$ cat src/rtl/button_debounce.sv
// Push-button debouncer: 2-flop synchroniser, four-state stability FSM, registered
// level/strobe outputs and an 8-bit wrapping press counter.
module button_debounce #(
   parameter int unsigned DEBOUNCE_CYCLES = 120000,
   parameter bit          ACTIVE_LOW      = 1'b1
) (
   input  logic       clk,
   input  logic       rst_n,
   input  logic       button_raw,
   output logic       pressed,
   output logic       press_pulse,
   output logic       release_pulse,
   output logic [7:0] press_count
);

   localparam int unsigned     CntW    = $clog2(DEBOUNCE_CYCLES + 1);
   localparam logic [CntW-1:0] CntLast = CntW'(DEBOUNCE_CYCLES - 1);

   typedef enum logic [1:0] {
      StReleased,
      StWaitPress,
      StPressed,
      StWaitRelease
   } state_e;

   state_e          state_q, state_d;
   logic [CntW-1:0] cnt_q, cnt_d;
   logic            sync1_q, sync2_q;
   logic            pressed_q, pressed_d;
   logic            press_pulse_q, release_pulse_q;
   logic [7:0]      press_count_q, press_count_d;
   logic            level;
   logic            enter_pressed, enter_released;

   // Normalise so that level = 1 means pressed regardless of pad polarity.
   assign level = sync2_q ^ ACTIVE_LOW;

   always_comb begin
      state_d        = state_q;
      cnt_d          = '0;
      enter_pressed  = 1'b0;
      enter_released = 1'b0;
      case (state_q)
         StReleased: begin
            if (level) state_d = StWaitPress;
         end
         StWaitPress: begin
            if (!level) begin
               state_d = StReleased;
            end else if (cnt_q == CntLast) begin
               state_d       = StPressed;
               enter_pressed = 1'b1;
            end else begin
               cnt_d = cnt_q + CntW'(1);
            end
         end
         StPressed: begin
            if (!level) state_d = StWaitRelease;
         end
         StWaitRelease: begin
            if (level) begin
               state_d = StPressed;
            end else if (cnt_q == CntLast) begin
               state_d        = StReleased;
               enter_released = 1'b1;
            end else begin
               cnt_d = cnt_q + CntW'(1);
            end
         end
         default: state_d = StReleased;
      endcase
   end

   // Outputs are registered from the next state so they track the state register exactly.
   assign pressed_d     = (state_d == StPressed) || (state_d == StWaitRelease);
   assign press_count_d = press_count_q + {7'd0, enter_pressed};

   always_ff @(posedge clk or negedge rst_n) begin
      if (!rst_n) begin
         sync1_q         <= ACTIVE_LOW;
         sync2_q         <= ACTIVE_LOW;
         state_q         <= StReleased;
         cnt_q           <= '0;
         pressed_q       <= 1'b0;
         press_pulse_q   <= 1'b0;
         release_pulse_q <= 1'b0;
         press_count_q   <= 8'd0;
      end else begin
         sync1_q         <= button_raw;
         sync2_q         <= sync1_q;
         state_q         <= state_d;
         cnt_q           <= cnt_d;
         pressed_q       <= pressed_d;
         press_pulse_q   <= enter_pressed;
         release_pulse_q <= enter_released;
         press_count_q   <= press_count_d;
      end
   end

   assign pressed       = pressed_q;
   assign press_pulse   = press_pulse_q;
   assign release_pulse = release_pulse_q;
   assign press_count   = press_count_q;

endmodule

$ cat config.mk
export PLATFORM = sky130hd
export DESIGN_NAME = button_debounce
export DESIGN_NICKNAME = d
export VERILOG_FILES = /design/src/rtl/button_debounce.sv
export SDC_FILE = /design/constraint.sdc
export NUM_CORES = 1
export LEC_CHECK = 0
export BUFFER_PORTS_ARGS = -buffer_cell sky130_fd_sc_hd__buf_2
export CAP_MARGIN = 20
export CORE_AREA = 2 2 51 58
export DETAILED_ROUTE_END_ITERATION = 8
export DIE_AREA = 0 0 53 60
export GPL_TIMING_DRIVEN = 0
export PLACE_DENSITY = 0.75
export SLEW_MARGIN = 20
export SYNTH_ARGS = -nofsm -noshare
export SYNTH_HDL_FRONTEND = slang
export SYNTH_SLANG_ARGS = --single-unit
$ cat constraint.sdc
create_clock -name clk -period 3.3 [get_ports clk]
set_input_delay 0.495 -clock clk [delete_from_list [all_inputs] [get_ports clk]]
set_output_delay 0.495 -clock clk [all_outputs]
set_load 0.005 [all_outputs]
==> results.rst <==
.. list-table::
   :header-rows: 1

   * - Metric
     - Value
   * - Outcome
     - complete, no violations
   * - Horizontal extent of the die
     - 53 um
   * - Floorplan die height
     - 60 um
   * - Number of pins with negative max-slew slack in the final report
     - 0
   * - Post-synth top area share
     - 0.530
   * - Cell repeated most along the worst path
     - ha_1
   * - Crit path depth
     - 11
   * - Final Cell Area
     - 1590 sq um
   * - Delay of the slowest cell on the worst path
     - 0.42 ns
   * - H-tree level count
     - 2
   * - Maximum root-to-sink buffer count
     - 2
   * - Critical Path Start Type
     - register
   * - Cts bufs inserted
     - 5
   * - Later-pin clock latency in the skew report
     - 0.34 ns
   * - Critical path class
     - reg -> reg
   * - Total Die Area
     - 3180 sq um
   * - Top FF cell, synth
     - dfrtp_1
   * - Leading post-synthesis cells by cell area
     - dfrtp_1 (53%), xnor2_1 (11%), nor2_1 (4.8%)
   * - List of cells traversed by the critical path
     - ha_1, nand2_1, nor2_1, and4_1, buf_2, nor3b_1, ha_1, ha_1, and3_1, nand3_1, xnor2_1
   * - DRC violations left
     - 0
   * - Antenna viol nets, final
     - 0
   * - Final Wtd Congestion
     - 0.838
   * - Row count
     - 20
   * - Post-synth EDFFs
     - 0
   * - Unique cell type count in the Yosys netlist
     - 27
   * - Area post-placement
     - 1520 sq um
   * - Tcrit/Tclk final
     - 0.783
   * - Required time at the worst-slack endpoint
     - 3.54 ns
   * - Path depth of the worst reg2reg path
     - 11
   * - Synthesized area per cell
     - 11.3 sq um
   * - Slew headroom
     - 0.550
   * - Starting utilization of the core area
     - 0.540
   * - Routed via count
     - 974
   * - Total design power
     - 0.658 mW
   * - Area added between synthesis and finish
     - 12.2%
   * - Maxcap violations
     - 0
   * - Warnings, synthesis
     - 0
   * - Number of instances in the placed design
     - 172
   * - Largest net degree at the start of global routing
     - 33
   * - Clock transition time at the flip-flop clock pins of the worst setup and hold paths
     - 0.10 ns
   * - CTS-repair resized insts
     - 0
   * - Count of clock tree sinks
     - 32
   * - RSZ-0062 raised after global routing
     - false
   * - Mapped Nets
     - 132
   * - Top Ports
     - 14
   * - Pwr Density
     - 414 nW/um^2
   * - Cell taking the most area after synthesis
     - dfrtp_1
   * - Port Buffer Count
     - 13
   * - First-pass GRT wire length
     - 4100 um
   * - FFs w/ async S/R, synth
     - 1.00
   * - Transition at the pin with the smallest max-transition slack
     - 0.674 ns
   * - Total standard cell area after synthesis
     - 1420 sq um
   * - CP top delay family
     - simple AND/OR/NAND/NOR gates
   * - Hold Crit Class
     - in -> async
   * - Number of instances in the synthesized netlist
     - 126
   * - Seq cells post-synth
     - 32
   * - Number of global-route vias before repair
     - 926
   * - Share of post-route cells with drive strength above 1
     - 0.197
   * - Final routed wirelength across all metal layers
     - 2400 um
   * - Post-CTS Setup Repair Bufs
     - 0
   * - Total routing usage reported by global routing
     - 0.189
   * - Clock root buffer master
     - clkbuf_4
   * - Antenna cell count
     - 0
   * - Sequential fraction of the synthesis area
     - 0.567
   * - Number of buffer and inverter stages on the critical path
     - 1
   * - VDD IR max
     - 0.307 mV
   * - Final Hold Violating Endpoints
     - 0
   * - Number of setup violations in the final report
     - 0
   * - Utilization after layout
     - 0.605
   * - Detailed-router iteration count before antenna repair
     - 4
   * - Arrival time at the worst endpoint
     - 2.82 ns
   * - Core area
     - 2630 sq um
   * - Hold buffer count at CTS
     - 0
   * - Detailed Route Iter0 Violations
     - 24
   * - Worst clock skew on the final layout
     - 0.00776 ns
   * - Max FO, Critical Path
     - 5
   * - Ratio of routed vias to standard cells
     - 5.41
   * - Number of non-filler instances in the completed layout
     - 180
   * - Static leakage power
     - 0.709 nW
   * - Post-route minimum period
     - 2.58 ns
   * - Total global routing overflow
     - 0
   * - Highest attainable clock frequency
     - 0.387 GHz
   * - Net count of the finished layout
     - 152
   * - Setup tns final
     - 0 ns
   * - TritonCTS clock tree
     - built
   * - Highest-delay cell along the critical path
     - dfrtp_1
   * - Setup crit end kind
     - register
   * - WL/cell
     - 13.3 um
   * - Initial antenna violation count
     - 0
   * - HPWL reported at the end of detailed placement
     - 1680 um
-- synthesized netlist by cell type, types with 2 or more instances --
library cell	count
and3_1	2
nand2_1	6
dfstp_2	2
mux2i_1	2
dfrtp_1	30
xor2_1	4
nand4_1	3
xnor2_1	17
nor3_1	5
and4_1	3
buf_2	2
inv_1	5
nor4_1	5
nor2_1	18
ha_1	3
nand3_1	8
-- final cells by class --
type,instances,area (sq um)
multi-input cells,86,568
plain buffers,2,10.0
clock buffers,6,51.3
flip-flops and latches,32,803
well taps,33,41.3
repair buffers,13,65.1
fillers,239,1040
clock inverters,2,15.0
inverters,6,36.3
-- power by group --
group	total, mW	internal, mW	switching [mW]
clock network	0.244	0.103	0.141
registers	0.399	0.396	0.00265
logic	0.0155	0.00359	0.0119
-- layer usage --
layer	global-route usage	vias to the layer above	wire, um
li1	-	471	-
met1	0.225	473	1070
met2	0.293	24	1140
met3	0.0750	6	123
met4	0.0989	0	58
met5	0	-	0
-- worst reg2reg max path: stages (launching register included) --
cell and delay, ns:
dfrtp_1 0.42, ha_1 0.26, nand2_1 0.10, nor2_1 0.19, and4_1 0.21, buf_2 0.15
nor3b_1 0.26, ha_1 0.25, ha_1 0.19, and3_1 0.21, nand3_1 0.11, xnor2_1 0.14
-- layout by cell type (no fill, tap or decap) --
| master | instances |
|---|---|
| mux2i_1 | 2 |
| nand3_1 | 8 |
| nor3b_1 | 1 |
| a31o_2 | 1 |
| buf_2 | 15 |
| nor3_1 | 5 |
| nor4_1 | 5 |
| a21oi_1 | 1 |
| nor2b_1 | 1 |
| and4_1 | 3 |
| clkbuf_8 | 1 |
| xnor2_1 | 17 |
| dfstp_2 | 2 |
| nor2_1 | 18 |
| and3_1 | 2 |
| ha_1 | 3 |
| nand3_2 | 1 |
| clkbuf_4 | 5 |
| inv_1 | 5 |
| nand4_1 | 3 |
| nand2_1 | 6 |
| bufinv_8 | 1 |
| clkinvlp_4 | 2 |
| nand4_2 | 1 |
| dfrtp_1 | 30 |
| or3b_1 | 1 |
| xor2_1 | 4 |
| or3_1 | 1 |
| o41ai_1 | 1 |
| nand4b_1 | 1 |
-- path summary, 6_finish.rpt --
kind,from,slack [ns],to
min,rst_n,0.18,cnt_q[12]
max,cnt_q[0],0.72,press_count[6]
min reg2reg,sync1_q,0.37,sync2_q
max in group asynchronous,rst_n,2.68,cnt_q[14]
max reg2reg,cnt_q[0],0.72,press_count[6]
min in group clk,button_raw,0.24,sync1_q
-- per-stage QoR --
step / hold WS, ns / setup slack [ns]
2_1_floorplan: 0.199 / 1.01
3_3_place_gp: 0.346 / 0.723
3_5_place_dp: 0.354 / 0.685
4_1_cts: 0.188 / 0.662
5_1_grt: 0.210 / 0.480
6_report: 0.176 / 0.716
-- sequential cells by signal, indices dropped and copies added (netlist names) --
name,cells
cnt_q,17
press_count,8
press_pulse,1
pressed,1
release_pulse,1
state_q,2
sync1_q,1
sync2_q,1
-- kinds of logic after synthesis --
group | Yosys count | synth area share
xor gates and xnor gates | 21 | 0.130
muxes | 2 | 0.0141
and+or+nand+nor | 57 | 0.214
adders and majority gates | 3 | 0.0265
AOI/OAI and AO/OA | 3 | 0.0159
buffers and inverters | 8 | 0.0327
DFF | 32 | 0.567
Power figures use the tool's default switching activity.
